<file path="src/rtl/barrett_reduce.sv">
// Three-stage pipelined Barrett reducer: 2k-bit product in, canonical residue mod q out.
// Optional input range check (x >= q*q flagged on out_err) enabled by BARRETT_RANGE_CHECK_EN.
module barrett_reduce #(
  parameter int DATA_WIDTH = 8,
  parameter int MODULUS    = 251
) (
  input  logic                      clk,
  input  logic                      reset,
  input  logic                      in_valid,
  output logic                      in_ready,
  input  logic [2*DATA_WIDTH-1:0]   in_data,
  output logic                      out_valid,
  input  logic                      out_ready,
  output logic [DATA_WIDTH-1:0]     out_data,
  output logic                      out_err
);

  localparam int K = DATA_WIDTH;
  localparam logic [2*K:0]   POW2_2K  = {1'b1, {(2*K){1'b0}}};
  localparam logic [2*K:0]   MOD_WIDE = (2*K+1)'(MODULUS);
  localparam logic [2*K:0]   MU_WIDE  = POW2_2K / MOD_WIDE;
  localparam logic [K:0]     MU       = (K+1)'(MU_WIDE);
  localparam logic [K+1:0]   Q_1X     = (K+2)'(MODULUS);
  localparam logic [K+1:0]   Q_2X     = (K+2)'(2 * MODULUS);
`ifdef BARRETT_RANGE_CHECK_EN
  localparam logic [2*K-1:0] Q_SQ     = (2*K)'(MODULUS * MODULUS);
`endif

  logic           en_s;
  logic [2*K+1:0] t1_s;
  logic [K+1:0]   r_s;
  logic [K-1:0]   red_s;
  logic           err_s;

  logic           s1_valid_r;
  logic [K+1:0]   s1_x_r;
  logic [K:0]     s1_qest_r;
  logic           s1_err_r;
  logic           s2_valid_r;
  logic [K+1:0]   s2_r_r;
  logic           s2_err_r;

  // Stall control, Barrett arithmetic and final conditional subtraction.
  always_comb begin
    en_s     = !(out_valid && !out_ready);
    in_ready = en_s;
    t1_s     = (2*K+2)'(in_data >> (K-1)) * (2*K+2)'(MU);
    // r < 3q fits in k+2 bits, so the low k+2 bits of x and q_est*q are enough.
    r_s      = s1_x_r - ({1'b0, s1_qest_r} * Q_1X);
    if (s2_r_r >= Q_2X) begin
      red_s = K'(s2_r_r - Q_2X);
    end else if (s2_r_r >= Q_1X) begin
      red_s = K'(s2_r_r - Q_1X);
    end else begin
      red_s = K'(s2_r_r);
    end
`ifdef BARRETT_RANGE_CHECK_EN
    err_s = (in_data >= Q_SQ);
`else
    err_s = 1'b0;
`endif
  end

  // Pipeline registers; every stage advances together only when the output is not stalled.
  always_ff @(posedge clk) begin
    if (reset) begin
      s1_valid_r <= 1'b0;
      s1_x_r     <= '0;
      s1_qest_r  <= '0;
      s1_err_r   <= 1'b0;
      s2_valid_r <= 1'b0;
      s2_r_r     <= '0;
      s2_err_r   <= 1'b0;
      out_valid  <= 1'b0;
      out_data   <= '0;
      out_err    <= 1'b0;
    end else if (en_s) begin
      s1_valid_r <= in_valid;
      s1_x_r     <= (K+2)'(in_data);
      // Only the quotient estimate t1 >> (k+1) is needed downstream.
      s1_qest_r  <= (K+1)'(t1_s >> (K+1));
      s1_err_r   <= err_s;
      s2_valid_r <= s1_valid_r;
      s2_r_r     <= r_s;
      s2_err_r   <= s1_err_r;
      out_valid  <= s2_valid_r;
      out_data   <= red_s;
      out_err    <= s2_err_r;
    end
  end

endmodule

</file>
<file path="config.mk">
export PLATFORM = sky130hd
export DESIGN_NAME = barrett_reduce
export DESIGN_NICKNAME = d
export VERILOG_FILES = /design/src/rtl/barrett_reduce.sv
export SDC_FILE = /design/constraint.sdc
export NUM_CORES = 1
export LEC_CHECK = 0
export BUFFER_PORTS_ARGS = -buffer_cell sky130_fd_sc_hd__buf_2
export CORE_MARGIN = 2
export CORE_UTILIZATION = 52
export DETAILED_ROUTE_END_ITERATION = 6
export PLACE_DENSITY = 0.77
export SLEW_MARGIN = 15
export SYNTH_ARGS = -nofsm -noshare
export SYNTH_HDL_FRONTEND = slang
export SYNTH_SLANG_ARGS = --single-unit
</file>
<file path="constraint.sdc">
create_clock -name clk -period 5.5 [get_ports clk]
set_input_delay 0.55 -clock clk [delete_from_list [all_inputs] [get_ports clk]]
set_output_delay 0.55 -clock clk [all_outputs]
set_load 0.005 [all_outputs]
</file>
### Word-level counts from Yosys, hierarchy flattened

Cells that the tools add are included.

| operators by class | value |
|---|---|
| add/subtract/negate cells | 3 |
| multiply operators | 2 |
| magnitude comparators | 2 |
| mux-type cells | 2 |
| reduce and logical (&&, ||, !) cells | 3 |

Operators with widths:

| operator | number |
|---|---|
| multiplier 9 x 9 -> 18 bit (second input constant) | 1 |
| 2-to-1 mux 8 bit | 2 |
| subtractor 8 bit (second input constant) | 2 |
| greater-or-equal comparator 10 x 8 -> 1 bit (second input constant) | 1 |
| greater-or-equal comparator 10 x 9 -> 1 bit (second input constant) | 1 |
| multiplier 9 x 8 -> 10 bit (second input constant) | 1 |
| subtractor 10 bit | 1 |
| logical NOT 1 bit | 2 |
| logical AND 1 bit | 1 |

| storage, ports and cells | value |
|---|---|
| register bits | 40 |
| input port bits | 20 |
| output and inout bits | 11 |
| word-level logic and storage cells | 19 |

### Depth between registers and ports, before layout

Gate-level depths: netlist of run 1.

| depth | value |
|---|---|
| word-level depth | 3 |
| mapped depth | 14 |
| mapped depth without buffers | 14 |

### Worst setup path before layout of run 1

Ideal clock, no wire load.

| path | value |
|---|---|
| path type | flip-flop to flip-flop |
| start point | register s1_qest_r[0] |
| end point | register s2_r_r[9] |
| arrival | 3.768 ns |
| setup slack | 1.646 ns |
| cell stages (with the launch flop) | 13 |
| period minus slack after synthesis | 3.854 ns |
| cells stage by stage | dfxtp_1 -> inv_1 -> fa_1 -> fa_1 -> inv_1 -> fa_1 -> fa_1 -> inv_1 -> ha_1 -> a2111oi_0 -> a21oi_1 -> xnor2_1 -> a211oi_1 |

| between the ends | value |
|---|---|
| longest elaborated chain between the ends | 2 |

Ends and longest elaborated chain:

| what | RTL line | RTL |
|---|---|---|
| start: declaration | 37 | `logic [K:0] s1_qest_r;` |
| start signal: assignment | 81 | `s1_qest_r <= (K+1)'(t1_s >> (K+1));` |
| multiplier 9 x 8 -> 10 bit | 49 | `r_s = s1_x_r - ({1'b0, s1_qest_r} * Q_1X);` |
| subtractor 10 bit | 49 |  |
| end signal: assignment | 84 | `s2_r_r <= r_s;` |
| end: declaration | 40 | `logic [K+1:0] s2_r_r;` |

Every way passes these cells.
A chain may end at the register's enable or synchronous reset.

### Worst setup path in the final report of run 1

Ends and elaborated chain as after synthesis.

==> metrics.txt, run 1 <==
routed vias/inst 5.314; worst r2r src s1_qest_r[0]; EDFF count, synth 0; Area Growth Syn to Fin 8.549%; largest net degree at the start of global routing 48; leakage just under 2 nW; number of I/O pins 31; clock period minus worst slack 4233 ps; Slew Viols, Final 0; Syn Inst Count 418; PostCTS Resize Cnt 0; pwr dens 598.4 nW/um^2; H-tree depth 2; first-pass GRT wire length 12.83 mm; arrival time at the worst endpoint roughly 4400 ps; worst min-delay path class reg2reg; total wire length ~7.2 mm; CTS tree yes; area leader, netlist ha_1; hpwl dp 5.551 mm; Synth Warn # 0; detailed-route via count 2864; Initial Util a little over half; Synth top area share between 20 and 25%; global route hottest layer met2; Nets 553; initial antenna violation count 0; met2 Track Usage GR 32.77%; FF-to-FF setup slack roughly 1300 ps; flops & latches, synth 40; Commonest cells post-synth ha_1 (65), inv_1 (60), nand2_1 (42), dfxtp_1 (40), a21oi_1 (30); drt drc 0; Clock Latency Late Sink 300 ps; maximum clock rate 236.2 MHz; most frequent cell after synthesis ha_1; DIE AREA 7871 sq um; multi-input logic area 2649 sq um; WL/cell around 13 um; R2R Path End s2_r_r[9]; crit path max fanout 8; Final Instance Area 4051 sq um; Die Wd around 90 um; Pre-antenna DRT Iters 5; Seq/Total Area, Yosys 21.45%; GR Overflow Total 0; R2R depth 12; number of global-route vias before repair 2772; DRT antenna net count 0; met3 usage 2.239%; Setup Crit Path Kind reg2reg; syn nets 529; total CTS buffers 5; Setup violations, final 0; clock slew at reported path FFs 80 ps; final worst-path cycle share ~77%; final hold violation count 0; CTS sink cnt 40; RSZ-0062 raised after global routing no; number of diodes 0; share of layout cells above drive strength 1 11.51%; run status complete, no violations; CP required 5710 ps; CTS root buf clkbuf_8; CP endpoint kind register; CP Launch Point s1_qest_r[0]; core area ~7000 sq um; DRT iter0 DRCs 99; Setup TNS 0 ps; max-cap violations 0; maximum vdd drop between 0.4 and 0.5 mV; FF/Latch Area 800.8 sq um; relative slew slack 44.06%; row count 30; worst slew pin tran 839.2 ps; Post-CTS Setup Inserts 0; Netlist Area Pre-Place 3732 sq um; Post-synth top flop dfxtp_1; Critical Path End s2_r_r[9]; Post-synth ARST share 0%; post-cts hold buffer count 0; Clock Skew roughly 6.3 ps; CTS max path bufs 2; # fillers 612; Syn Area/Cell 8.929 sq um; die height about 90 um; Worst setup SP type register; port bufs 29; top post-synthesis cells by area ha_1 (22%), dfxtp_1 (21%), fa_1 (14%); routability cong. 0.8452; synth unique cells 51; DP Area 3959 sq um; gr usage total 20.59%; routing usage on met1 30.03%
==> routing by layer <==
layer | up-vias | share of wire, %
li1 | 1458 | -
met1 | 1344 | 50
met4 | 0 | 1.1
met3 | 8 | 3.5
met5 | - | 0
met2 | 54 | 45
==> where the power goes <==
group | switching [mW] | leakage (nW) | internal [mW] | total (mW)
Sequential | 0.0760 | 0.332 | 0.366 | 0.442
Combinational | 0.954 | 1.58 | 0.822 | 1.78
Clock | 0.106 | 0.0510 | 0.100 | 0.206
==> cells in the final DEF (no fill, tap or decap), types with 4 or more instances in the layout <==
cell,instances
nand3_1,5
nor2_1,21
a211oi_1,13
a21o_1,7
clkbuf_8,6
nor3_1,5
nand2_1,42
ha_1,65
or3_1,5
inv_1,60
buf_2,29
dfxtp_1,40
xnor2_1,21
a21oi_1,30
o21a_1,5
xor2_1,4
fa_1,26
o21ai_0,7
==> worst min-delay path by stage <==
| stage | startpoint | end | slack, ps | cells after the start |
|---|---|---|---|---|
| 2_1_floorplan | s1_x_r[0] | s1_x_r[0] | 430 | 2 |
| 3_3_place_gp | s1_valid_r | s1_valid_r | 440 | 2 |
| 3_5_place_dp | s1_x_r[0] | s1_x_r[0] | 440 | 2 |
| 4_1_cts | s1_x_r[0] | s1_x_r[0] | 450 | 2 |
| 5_1_grt | s1_x_r[0] | s1_x_r[0] | 470 | 2 |
| 6_report | s1_x_r[0] | s1_x_r[0] | 450 | 2 |
==> kinds of logic after synthesis <==
logic type,share of synthesized area [%]
other,0.1005
XOR/XNOR,5.867
AO/OA/AOI/OAI,17.03
buffers and inverters,7.643
adder cells (fa/ha/maj),35.74
AND/OR/NAND/NOR,12.17
flip-flops,21.45
==> metrics by stage <==
step	total power, mW	setup WS, ps	instances	hold WS, ps	util [%]
2_1_floorplan	1.853	1646	418	431.9	-
3_3_place_gp	2.146	1483	531	440.6	57.63
3_5_place_dp	2.209	1299	531	444.7	57.63
4_1_cts	2.427	1297	539	453.2	58.98
5_1_grt	2.733	983.3	539	471.0	58.98
6_report	2.425	1267	539	451.0	58.98
==> critical path, cell delays in order (launching register included) <==
cell and delay, ps:
dfxtp_1 520, inv_1 170, fa_1 550, fa_1 550
inv_1 50, fa_1 500, fa_1 540, inv_1 40
ha_1 220, a2111oi_0 470, a21oi_1 150, xnor2_1 140
a211oi_1 230
==> final cells by class <==
class	instances	area share, %
inverters	61	5.652
multi-input cells	303	65.38
clock inverters	2	0.2471
well taps	96	2.965
clock buffers	6	2.038
repair buffers	31	3.953
flip-flops and latches	40	19.77
==> flip-flops by register name, indices dropped and copies added (netlist names) <==
| register | flops |
|---|---|
| out_valid | 1 |
| s1_valid_r | 1 |
| s2_r_r | 10 |
| out_data | 8 |
| s1_x_r | 10 |
| s1_qest_r | 9 |
| s2_valid_r | 1 |
(Power assumes the default switching activity.)
==> run 2: changes to the inputs <==
--- a/config.mk
+++ b/config.mk
@@ -9,7 +9,7 @@
 export CORE_MARGIN = 2
 export CORE_UTILIZATION = 52
 export DETAILED_ROUTE_END_ITERATION = 6
-export PLACE_DENSITY = 0.77
+export PLACE_DENSITY = 0.8
 export SLEW_MARGIN = 15
 export SYNTH_ARGS = -nofsm -noshare
 export SYNTH_HDL_FRONTEND = slang
==> constraint.sdc (replaced) <==
create_clock -name clk -period 3.7 [get_ports clk]
set_input_delay 0.37 -clock clk [delete_from_list [all_inputs] [get_ports clk]]
set_output_delay 0.37 -clock clk [all_outputs]
set_load 0.005 [all_outputs]
==> run 2 against run 1 <==
Compared with the run above: wire length is 7.8% higher; critical endpoint unchanged; setup slack lost 1200 ps; critical path depth is 1 higher; highest routed layer unchanged.
==> metrics.txt, run 2 (synthesized netlist as in run 1, its figures left out) <==
CTS root buf clkbuf_8; largest net degree at the start of global routing between 40 and 50; Critical-path top delay cell fa_1; detailed-route via count around 3000; CTS tree yes; maximum clock rate 276.2 MHz; CP endpoint kind register; hpwl dp 5.915 mm; CP cell instances inv_2, fa_1, inv_1, fa_1, ha_4, fa_1, inv_1, ha_1, a21o_1, a2111oi_4, a21oi_2, xnor2_1, a211oi_1; H-tree depth 2; leakage 2.051 nW; Setup TNS 0 ps; GR Overflow Total 0; DRT iter0 DRCs 141; Worst setup SP type register; Setup Crit Path Kind reg2reg; worst slew pin tran 841.9 ps; Crit path top cell by count fa_1; CP required around 3900 ps; max-cap violations 0; arrival time at the worst endpoint about 3800 ps; die height 88.72 um; dpl ws -102.3 ps; cell total after placement between 500 and 600; most frequent cells in the layout ha_1 (61), inv_1 (50), nand2_1 (42); total CTS buffers 5; Post-CTS Setup Inserts 0; Largest regs s1_x_r (10), s2_r_r (10), s1_qest_r (9); number of global-route vias before repair 3003; Setup violations, final 0; Initial Util 54.34%; drt drc 0; post-cts hold buffer count 0; Pre-antenna DRT Iters 4; routability cong. 0.8455; crit path max fanout 4; run status complete, no violations; clock slew at reported path FFs 80 ps; final worst-path cycle share 97.85%; RSZ-0062 raised after global routing yes; gr usage total between 20 and 25%; initial antenna violation count 0; final hold violation count 0; relative slew slack 43.87%; Tot Pwr 4.318 mW; total wire length 7.757 mm; WL/cell 13.88 um; routed vias/inst 5.306; first-pass GRT wire length 13.40 mm; DIE AREA 7871 sq um; share of layout cells above drive strength 1 roughly a fifth; Nets ~570; Clock Skew 14.64 ps; DRT antenna net count 0; worst min-delay path class in2reg; Area Growth Syn to Fin 14.55%; CTS max path bufs 2; worst setup margin 79.47 ps; number of diodes 0; CP peak stage delay 530 ps; clock period minus worst slack between 3000 and 4000 ps; fin cells approximately 560; CTS sink cnt 40; Clock Latency Late Sink around 300 ps; port bufs 29; pwr dens 1010 nW/um^2; row count 30; number of I/O pins 31; most common cell after layout, fill and taps aside ha_1; Slew Viols, Final 0; core area 6869 sq um; maximum vdd drop 0.6684 mV; Die Wd 88.72 um
[run 2: critical path, delay by kind of cell, from the launching register on]
kind / cells / cell delay [ps]
xor+xnor: 1 / 130
compound gates: 4 / 860
fa+ha+maj: 5 / 2050
buf+inv: 3 / 160
flops: 1 / 340
[run 2: power breakdown]
group | total, mW | leakage (nW) | internal [mW] | switching [mW]
clock network | 0.278 | 0.0400 | 0.128 | 0.151
registers | 0.649 | 0.334 | 0.547 | 0.102
logic | 3.39 | 1.68 | 1.65 | 1.74
[run 2: path summary, 6_finish.rpt]
check	cells after the start	startpoint	slack [ps]	end
max	13	s1_qest_r[5]	80	s2_r_r[9]
min	3	in_data[0]	310	s1_x_r[0]
max reg2reg	13	s1_qest_r[5]	80	s2_r_r[9]
min reg2reg	2	out_data[2]	450	out_data[2]
[run 2: through the flow]
| stage | hold WS (ps) | utilization, % | instance area, sq um |
|---|---|---|---|
| 3_5_place_dp | 447.2 | 60.04 | 4124 |
| 5_1_grt | 305.2 | 62.24 | 4275 |
| 6_report | 312.8 | 62.24 | 4275 |
| 2_1_floorplan | 431.9 | - | 3740 |
| 3_3_place_gp | 439.8 | 60.04 | 4124 |
| 4_1_cts | 302.8 | 61.51 | 4225 |
[run 2: routing by layer]
| metal | routed length (um) | track usage [%] | vias up | share of wire, % |
|---|---|---|---|---|
| met5 | 0 | 0 | - | 0 |
| met3 | 253 | 3.265 | 14 | 3.3 |
| met4 | 149 | 6.061 | 0 | 1.9 |
| met2 | 3700 | 34.46 | 60 | 48 |
| li1 | - | - | 1507 | - |
| met1 | 3653 | 30.85 | 1385 | 47 |
[run 2: layout make-up]
type,instances,area (sq um)
timing repair buffer,52,317.8
clock buffer,5,68.82
clock inverter,2,12.51
tap,96,120.1
sequential,40,809.5
fill,556,2594
multi-input combinational,303,2718
inverter,61,229.0
[run 2: repair_timing]
item,4_1_cts,5_1_grt
pin swaps,4,15
gates cloned,0,0
setup endpoints to repair,1,4
resized for setup,5,13
